### config.mk
export PLATFORM = sky130hd
export DESIGN_NAME = led_panel_receiver
export DESIGN_NICKNAME = d
export VERILOG_FILES = /design/src/rtl/led_panel_receiver.sv
export SDC_FILE = /design/constraint.sdc
export NUM_CORES = 2
export LEC_CHECK = 0
export BUFFER_PORTS_ARGS = -buffer_cell sky130_fd_sc_hd__buf_4
export CAP_MARGIN = 40
export CORE_MARGIN = 3
export CORE_UTILIZATION = 60
export DETAILED_ROUTE_END_ITERATION = 7
export PLACE_DENSITY = 0.77
export REMOVE_ABC_BUFFERS = 1
export SKIP_CTS_REPAIR_TIMING = 1
export SLEW_MARGIN = 20
export SYNTH_ARGS = -nofsm -noshare
export SYNTH_HDL_FRONTEND = slang
export SYNTH_SLANG_ARGS = --single-unit
### constraint.sdc
create_clock -name clk -period 8 [get_ports clk]
set_clock_uncertainty 0.15 [all_clocks]
set_input_delay 0.4 -clock clk [delete_from_list [all_inputs] [get_ports clk]]
set_output_delay 0.4 -clock clk [all_outputs]
set_load 0.005 [all_outputs]
### src/rtl/led_panel_receiver.sv
// Receiving end of the 1-bit-RGB LED panel link: oversamples LED_PANEL, rebuilds shifted rows
// and FM6126 init-register writes, and replays each committed row as a valid/ready column stream.
module led_panel_receiver #(
   parameter int unsigned COLS        = 64,
   parameter int unsigned ADDR_BITS   = 5,
   parameter int unsigned SYNC_STAGES = 2
) (
   input  logic                 clk,
   input  logic                 resetn,
   input  logic [15:0]          LED_PANEL,
   output logic                 pix_valid,
   input  logic                 pix_ready,
   output logic [ADDR_BITS-1:0] pix_addr,
   output logic [5:0]           pix_col,
   output logic [5:0]           pix_rgb,
   output logic                 pix_last,
   output logic                 reg_valid,
   output logic                 reg_sel,
   output logic [15:0]          reg_data,
   output logic                 blank_level,
   output logic                 overrun,
   output logic                 proto_err
);
   localparam int unsigned EW = $clog2(COLS + 2);

   typedef enum logic {StShift, StLatch} shift_state_e;
   typedef enum logic [1:0] {StIdle, StAddr, StSend} stream_state_e;

   logic [SYNC_STAGES-1:0][15:0] sync_q;
   logic [15:0]                  s;
   logic                         sclk_d_q, latch_d_q;
   logic                         sclk_rise, latch_rise, latch_fall;
   logic [5:0]                   rgb_in;
   logic [4:0]                   addr_in;
   logic                         unused_bits;

   shift_state_e                 shift_state_q;
   logic [COLS-1:0][5:0]         shreg_q;
   logic [COLS-1:0][5:0]         rowbuf_q;
   logic [15:0]                  hist_q;
   logic [EW-1:0]                edge_cnt_q;
   logic [3:0]                   lcnt_q;
   logic                         commit_q;

   stream_state_e                stream_state_q;
   logic [5:0]                   col_nxt;

   // Edge and data both come from the last synchronizer stage, so they stay aligned.
   assign s          = sync_q[SYNC_STAGES-1];
   assign sclk_rise  = s[14] & ~sclk_d_q;
   assign latch_rise = s[13] & ~latch_d_q;
   assign latch_fall = ~s[13] & latch_d_q;
   assign rgb_in     = {s[4], s[5], s[6], s[0], s[1], s[2]};
   assign addr_in    = {s[15], s[11:8]};
   assign unused_bits = s[3] ^ s[7];
   assign col_nxt    = pix_col + 6'd1;

   always_ff @(posedge clk or negedge resetn) begin
      if (!resetn) begin
         sync_q      <= '0;
         sclk_d_q    <= 1'b0;
         latch_d_q   <= 1'b0;
         blank_level <= 1'b0;
      end else begin
         sync_q      <= {sync_q[SYNC_STAGES-2:0], LED_PANEL};
         sclk_d_q    <= s[14];
         latch_d_q   <= s[13];
         blank_level <= s[12];
      end
   end

   always_ff @(posedge clk or negedge resetn) begin
      if (!resetn) begin
         shift_state_q <= StShift;
         shreg_q       <= '0;
         rowbuf_q      <= '0;
         hist_q        <= '0;
         edge_cnt_q    <= '0;
         lcnt_q        <= '0;
         commit_q      <= 1'b0;
         reg_valid     <= 1'b0;
         reg_sel       <= 1'b0;
         reg_data      <= '0;
         overrun       <= 1'b0;
         proto_err     <= 1'b0;
      end else begin
         reg_valid <= 1'b0;
         commit_q  <= 1'b0;
         // Newest column enters at the top, so index 0 always holds the first one shifted.
         if (sclk_rise) begin
            shreg_q <= {rgb_in, shreg_q[COLS-1:1]};
            hist_q  <= {hist_q[14:0], s[2]};
            if (edge_cnt_q != EW'(COLS + 1)) edge_cnt_q <= edge_cnt_q + EW'(1);
         end
         unique case (shift_state_q)
            StShift: begin
               if (latch_rise) begin
                  shift_state_q <= StLatch;
                  lcnt_q        <= sclk_rise ? 4'd1 : 4'd0;
               end
            end
            StLatch: begin
               if (sclk_rise && lcnt_q != 4'd15) lcnt_q <= lcnt_q + 4'd1;
               if (latch_fall) begin
                  shift_state_q <= StShift;
                  edge_cnt_q    <= '0;
                  if (lcnt_q == 4'd0 && edge_cnt_q == EW'(COLS)) begin
                     if (stream_state_q == StIdle) begin
                        rowbuf_q <= shreg_q;
                        commit_q <= 1'b1;
                     end else begin
                        overrun <= 1'b1;
                     end
                  end else if (lcnt_q == 4'd11 || lcnt_q == 4'd12) begin
                     reg_valid <= 1'b1;
                     reg_sel   <= (lcnt_q == 4'd12);
                     reg_data  <= hist_q;
                  end else begin
                     proto_err <= 1'b1;
                  end
               end
            end
            default: shift_state_q <= StShift;
         endcase
      end
   end

   always_ff @(posedge clk or negedge resetn) begin
      if (!resetn) begin
         stream_state_q <= StIdle;
         pix_valid      <= 1'b0;
         pix_addr       <= '0;
         pix_col        <= '0;
         pix_rgb        <= '0;
         pix_last       <= 1'b0;
      end else begin
         unique case (stream_state_q)
            StIdle: begin
               if (commit_q) stream_state_q <= StAddr;
            end
            // The driver moves the address with the latch fall, so it is settled by now.
            StAddr: begin
               pix_addr       <= ADDR_BITS'(addr_in);
               pix_col        <= '0;
               pix_rgb        <= rowbuf_q[0];
               pix_last       <= (COLS == 1);
               pix_valid      <= 1'b1;
               stream_state_q <= StSend;
            end
            StSend: begin
               if (pix_ready) begin
                  if (pix_last) begin
                     pix_valid      <= 1'b0;
                     pix_last       <= 1'b0;
                     stream_state_q <= StIdle;
                  end else begin
                     pix_col  <= col_nxt;
                     pix_rgb  <= rowbuf_q[col_nxt];
                     pix_last <= (col_nxt == 6'(COLS - 1));
                  end
               end
            end
            default: stream_state_q <= StIdle;
         endcase
      end
   end

endmodule
# ---- Yosys cells after proc, flatten, opt, wreduce, memory -nomap -nowiden
# Cells that the tools add are included.
dict set report totals {
  register_bits 873
  input_bits 19
  output_inout_bits 40
  wordCells 229
}
dict set report op_classes {
  n_addsub 3
  magnitude_cmp 1
  eq_ne 14
  muxes 37
  n_bitwise 10
  n_reduce_logical 15
}
# op count
set ops {}
lappend ops {{binary-select mux 6 bit (select 6 bit)} 1}
lappend ops {{2-to-1 mux 6 bit} 5}
lappend ops {{2-to-1 mux 7 bit} 4}
lappend ops {{case mux 6 bit (2 select lines)} 2}
lappend ops {{AND reduction 4 bit} 4}
lappend ops {{2-to-1 mux 1 bit} 15}
lappend ops {{!= test 2 bit (second input constant)} 5}
lappend ops {{AND reduction 3 bit} 3}
lappend ops {{equality test 4 bit (second input constant)} 2}
lappend ops {{2-to-1 mux 4 bit} 2}
lappend ops {{case mux 4 bit (2 select lines)} 1}
lappend ops {{adder 7 x 1 -> 7 bit (second input constant)} 1}
lappend ops {{equality test 7 bit (second input constant)} 1}
lappend ops {{< comparator 6 x 7 -> 1 bit (second input constant)} 1}
lappend ops {{!= test 7 bit (second input constant)} 1}
lappend ops {{inverter 1 bit} 7}
lappend ops {{adder 6 x 1 -> 6 bit (second input constant)} 1}
lappend ops {{equality test 6 bit (second input constant)} 1}
lappend ops {{2-to-1 mux 2 bit} 3}
lappend ops {{case mux 1 bit (2 select lines)} 3}
lappend ops {{case mux 2 bit (3 select lines)} 1}
lappend ops {{adder 4 x 1 -> 4 bit (second input constant)} 1}
lappend ops {{zero test 4 bit} 1}
lappend ops {{!= test 4 bit (second input constant)} 1}
lappend ops {{other kinds (9)} 13}

# ---- Logic depth before layout (Yosys ltp)
dict set report depth {
  word_depth 6
  depth_mapped 14
  ltp_nobuf 8
}

# ---- Worst setup path after synthesis
# Ideal clock, no wire load.
dict set report synth_path {
  path_type {register -> register}
  from {register pix_col[0]}
  to {register pix_rgb[4]}
  setup_time_ps 130
  arrival_ps 3274
  required_ps 7720
  slack_ps 4446
  path_stages_with_launch 15
  path_buffers 7
  period_less_slack_ps 3554
  cell_sequence {dfrtp_1 buf_2 buf_2 buf_2 inv_2 clkbuf_1 ha_1 buf_2 clkbuf_1 clkbuf_1 mux4_2 nand2_1 nand3_1 nand4_1 nand4_1}
}
dict set report synth_between {
  elab_chain_cells 6
}
# item line_no
set synth_rtl {}
lappend synth_rtl {{from (decl)} 14} ;# output logic [5:0] pix_col,
lappend synth_rtl {{from (signal assigned)} 157} ;# pix_col <= col_nxt;
lappend synth_rtl {{adder 6 x 1 -> 6 bit} 56} ;# assign col_nxt = pix_col + 6'd1;
lappend synth_rtl {{binary-select mux 6 bit (select 6 bit)} 158} ;# pix_rgb <= rowbuf_q[col_nxt];
lappend synth_rtl {{2-to-1 mux 6 bit (implied by the code)} 158}
lappend synth_rtl {{2-to-1 mux 6 bit} 152} ;# if (pix_last) begin
lappend synth_rtl {{2-to-1 mux 6 bit} 151} ;# if (pix_ready) begin
lappend synth_rtl {{case mux 6 bit (2 select lines)} 137} ;# unique case (stream_state_q)
lappend synth_rtl {{to (signal assigned)} 145} ;# pix_rgb <= rowbuf_q[0];
lappend synth_rtl {{to (signal assigned)} 158}
lappend synth_rtl {{to (decl)} 15} ;# output logic [5:0] pix_rgb,
# No other way between the ends. The select of a mux whose other input is x is not followed.
# A chain may end at the register's enable or synchronous reset.

# ---- Worst setup path in the final report
dict set report layout_path {
  from {register pix_col[0]}
  to {register pix_rgb[3]}
}
# Same word-level chain as after synthesis.

==> impl_summary.md <==
Run status
The flow ran to the end, and the final reports show no timing, DRC or antenna violations.

STA
The fmax is ~240 MHz. The number of hold-slack violations in the final timing report is 0. The transition time at the pin with the least slew margin is 1200 ps. For the finished layout, the period the worst path requires is around 4200 ps.

Dividing the final minimum period by the clock period gives 0.519. Setup repair after global routing left no endpoint under its margin. The max-slew violation count was 0. The final count of negative-setup-slack endpoints is 0. Measured against its own limit, the worst slew margin works out to 0.198.

Floorplanning
The core region is approximately 57000 um2. The width of the chip is roughly 250 um. The cell row count is 87. The die footprint is between 60000 and 70000 um2. The die height is around 250 um.

The number of top-level design ports is 59. The initial core utilization is 0.612.

Synthesis
The leading cell type by number of instances after synthesis is sky130_fd_sc_hd__nand2_1. The distinct cell type count after synthesis is 47. Yosys mapped a number of flops with a built-in enable equal to 0. The mapped netlist covers around 35000 um2. Synthesis inferred approximately 850 register bits. The most instantiated flip-flop cell in the synthesis netlist is sky130_fd_sc_hd__dfrtp_1. Of the post-synthesis cell area, the dominant cell type holds 0.613.

Summed over all instances, the cell type with the most area after synthesis is sky130_fd_sc_hd__dfrtp_1. The synthesized area per cell is around 12 um2. Yosys printed 0 warnings. Counting flops with an async set or reset pin after synthesis yields a share of 1.00. For this run, the register share of the synthesized area comes to 0.613. The number of instances in the synthesized netlist is approximately 3000. By count the netlist is led by sky130_fd_sc_hd__nand2_1 (1298), sky130_fd_sc_hd__dfrtp_1 (853), sky130_fd_sc_hd__mux2_1 (384). By area the synthesized netlist is led by sky130_fd_sc_hd__dfrtp_1 (61%), sky130_fd_sc_hd__nand2_1 (14%), sky130_fd_sc_hd__mux2_1 (12%).

Critical path
The count of cells along the worst register-to-register path is 10. The kind of end point of the critical path is a flop. The critical path in this run is classified as flop to flop. The arrival time at the worst endpoint is between 4000 and 5000 ps. The required time of the worst setup path is ~8300 ps. The worst reg2reg path startpoint is pix_col[0]$_DFFE_PN0P_. The timing startpoint of the critical path is pix_col[0]$_DFFE_PN0P_.

The largest driver fanout on the critical path is 37. The worst setup path is launched from a flop.

Cells and area
The area added between synthesis and finish is 12.1%. After filler insertion, the fill cell instance count of the layout stands at ~4000. The final cell count without fillers is slightly below 4000.

Of the cells placed in the final design, the portion with a size suffix greater than 1 is 0.113. The number of antenna diodes in the final layout is 0. In the final design database the tool counted just over 3000 nets.

The fraction of the core area covered by cells at the end of the flow is 0.686.

Placement
In this run the tool buffered the top-level ports with 56 buffer cells. The final weighted congestion in routability-driven placement is ~0.76. The number of placed instances, taps included, is around 3700. The HPWL after detailed placement is roughly 40000 um.

Route
The average routed wire per standard cell is roughly 18 um. The first routing iteration left about 1700 violations. The length of the first detailed-routing pass in iterations is 5. The wire length reported by the detailed router is just over 70000 um. The total number of vias is 21900. The number of nets with antenna violations after detailed routing is 0. In the routed layout, each cell is associated on average with a via count of 5.69. After detailed routing, the number of remaining DRC violations is 0.

Global route
The number of antenna violations at the first check in global routing is 0. The fraction of met1 tracks used by global routing is 0.344. For this run, global-route usage on met2 was measured as 0.387. Entering global routing, the biggest net connects between 200 and 250 pins. In the global route stage, met3 resource usage came out at 0.0439. The first global-routing pass estimated between 100000 and 150000 um of wire.

Global routing finished with a remaining overflow of 0. The number of global-route vias before repair was 22200. The layer flagged by global routing as most heavily used is met2. The global-route total usage across every layer is 0.241.

Clock network
The TritonCTS buffer count is 85. The clock-pin transition on the worst setup and hold timing paths is ~60 ps. The maximum clock path buffer count is 3. The TritonCTS sink count is between 800 and 900. TritonCTS built the clock tree.

Clock tree synthesis selected as its root buffer the cell sky130_fd_sc_hd__clkbuf_16. The maximum level of the CTS H-tree is 3. The clock reaches the later pin of the worst-skew pair after between 600 and 700 ps.

Worst hold path
The worst hold path cell count is 0. The class of the tightest hold or removal check is flop to flop. The source of the worst hold timing path is sync_q[2]$_DFF_PN0_.

Power
The leakage power figure is 20.8 nW. IR analysis of the VDD net gives a maximum drop of 0.204 mV. Power comes to 9.81 mW.

The power density normalized to cell area is 251 nW/um2.

Run
Across the run, the number of max-cap violations was 0.
state kept, by name, summed over array words and instances, names as in the netlist, 2 cells and up:
signal / count
shreg_q: 384
sync_q: 14
lcnt_q: 4
reg_data: 16
pix_addr: 5
stream_state_q: 2
rowbuf_q: 384
pix_col: 6
s: 14
pix_rgb: 6
edge_cnt_q: 7
final timing paths:
check	endpoint	slack, ps
worst min-delay path	s[2]$_DFF_PN0_	190
worst max-delay path	pix_rgb[3]$_DFFE_PN0P_	3850
worst max register to register	pix_rgb[3]$_DFFE_PN0P_	3850
min in group asynchronous	sync_q[1]$_DFF_PN0_	260
max in group asynchronous	rowbuf_q[240]$_DFFE_PN0P_	5330
worst min register to register	s[2]$_DFF_PN0_	190
worst max-delay path, cell delays in order (launching register included):
cell and delay (ps):
sky130_fd_sc_hd__dfrtp_4 680, sky130_fd_sc_hd__buf_4 670, sky130_fd_sc_hd__ha_1 510, sky130_fd_sc_hd__xor2_4 180, sky130_fd_sc_hd__buf_4 440, sky130_fd_sc_hd__buf_12 280
sky130_fd_sc_hd__mux4_2 530, sky130_fd_sc_hd__nand2_1 80, sky130_fd_sc_hd__a31oi_1 120, sky130_fd_sc_hd__nand4_1 190, sky130_fd_sc_hd__nand4_1 110
cell families (layout without fill, tap and decap cells):
family	after synthesis	count (layout)	share of synthesized area
AOI/OAI and AO/OA	56	56	0.0112
xor gates and xnor gates	12	12	0.00356
adders and majority gates	8	8	0.00280
buffers and inverters	182	274	0.0249
DFF	853	853	0.613
muxes	487	487	0.188
and+or+nand+nor	1396	1396	0.156
per-stage QoR:
| step | cell area, um2 | setup TNS (ps) | setup slack (ps) | hold WS (ps) |
|---|---|---|---|---|
| final | 39000 | 0 | 3850 | 188 |
| after global routing | 39000 | 0 | 3540 | 202 |
| after CTS | 38900 | 0 | 3750 | -305 |
| after detailed placement | 35900 | 0 | 3770 | 188 |
| after global placement | 35700 | 0 | 3700 | 182 |
| after floorplan | 34000 | -3346090 | -7000 | -45.6 |
where the power goes:
| group | switching (mW) | leakage (nW) | internal, mW |
|---|---|---|---|
| combinational | 0.681 | 7.56 | 0.365 |
| clock | 1.66 | 1.48 | 2.51 |
| sequential | 0.140 | 11.8 | 4.45 |
metal layers:
| layer | part of all wire | vias up |
|---|---|---|
| met3 | 0.052 | 123 |
| met5 | 0 | - |
| met2 | 0.49 | 498 |
| met4 | 0.026 | 0 |
| met1 | 0.43 | 11300 |
| li1 | - | 9916 |
placed cells by master (no fill, tap or decap), drive strengths merged, types with 7 or more instances in the layout:
master and n:
nand2 1298, dfrtp 853, mux2 385, clkbuf 124, mux4 96, buf 93, nand3 26, nand4 23
clkinv 21, nor2 19, dlygate4sd3 16, a31oi 13, and2 13, a2111oi 12, o21ai 10, bufinv 9
xor2 9, inv 9, ha 7
area by class of cell:
type                       count  area [um2]  share of cell area
timing repair buffer         109        1070              0.0274
inverter                       7        26.3            0.000673
clock buffer                 124        2560              0.0655
clock inverter                34         427              0.0109
sequential                   853       21300               0.547
tap                          756         946              0.0242
multi-input combinational   1959       12700               0.324
Power figures use the tool's default switching activity.
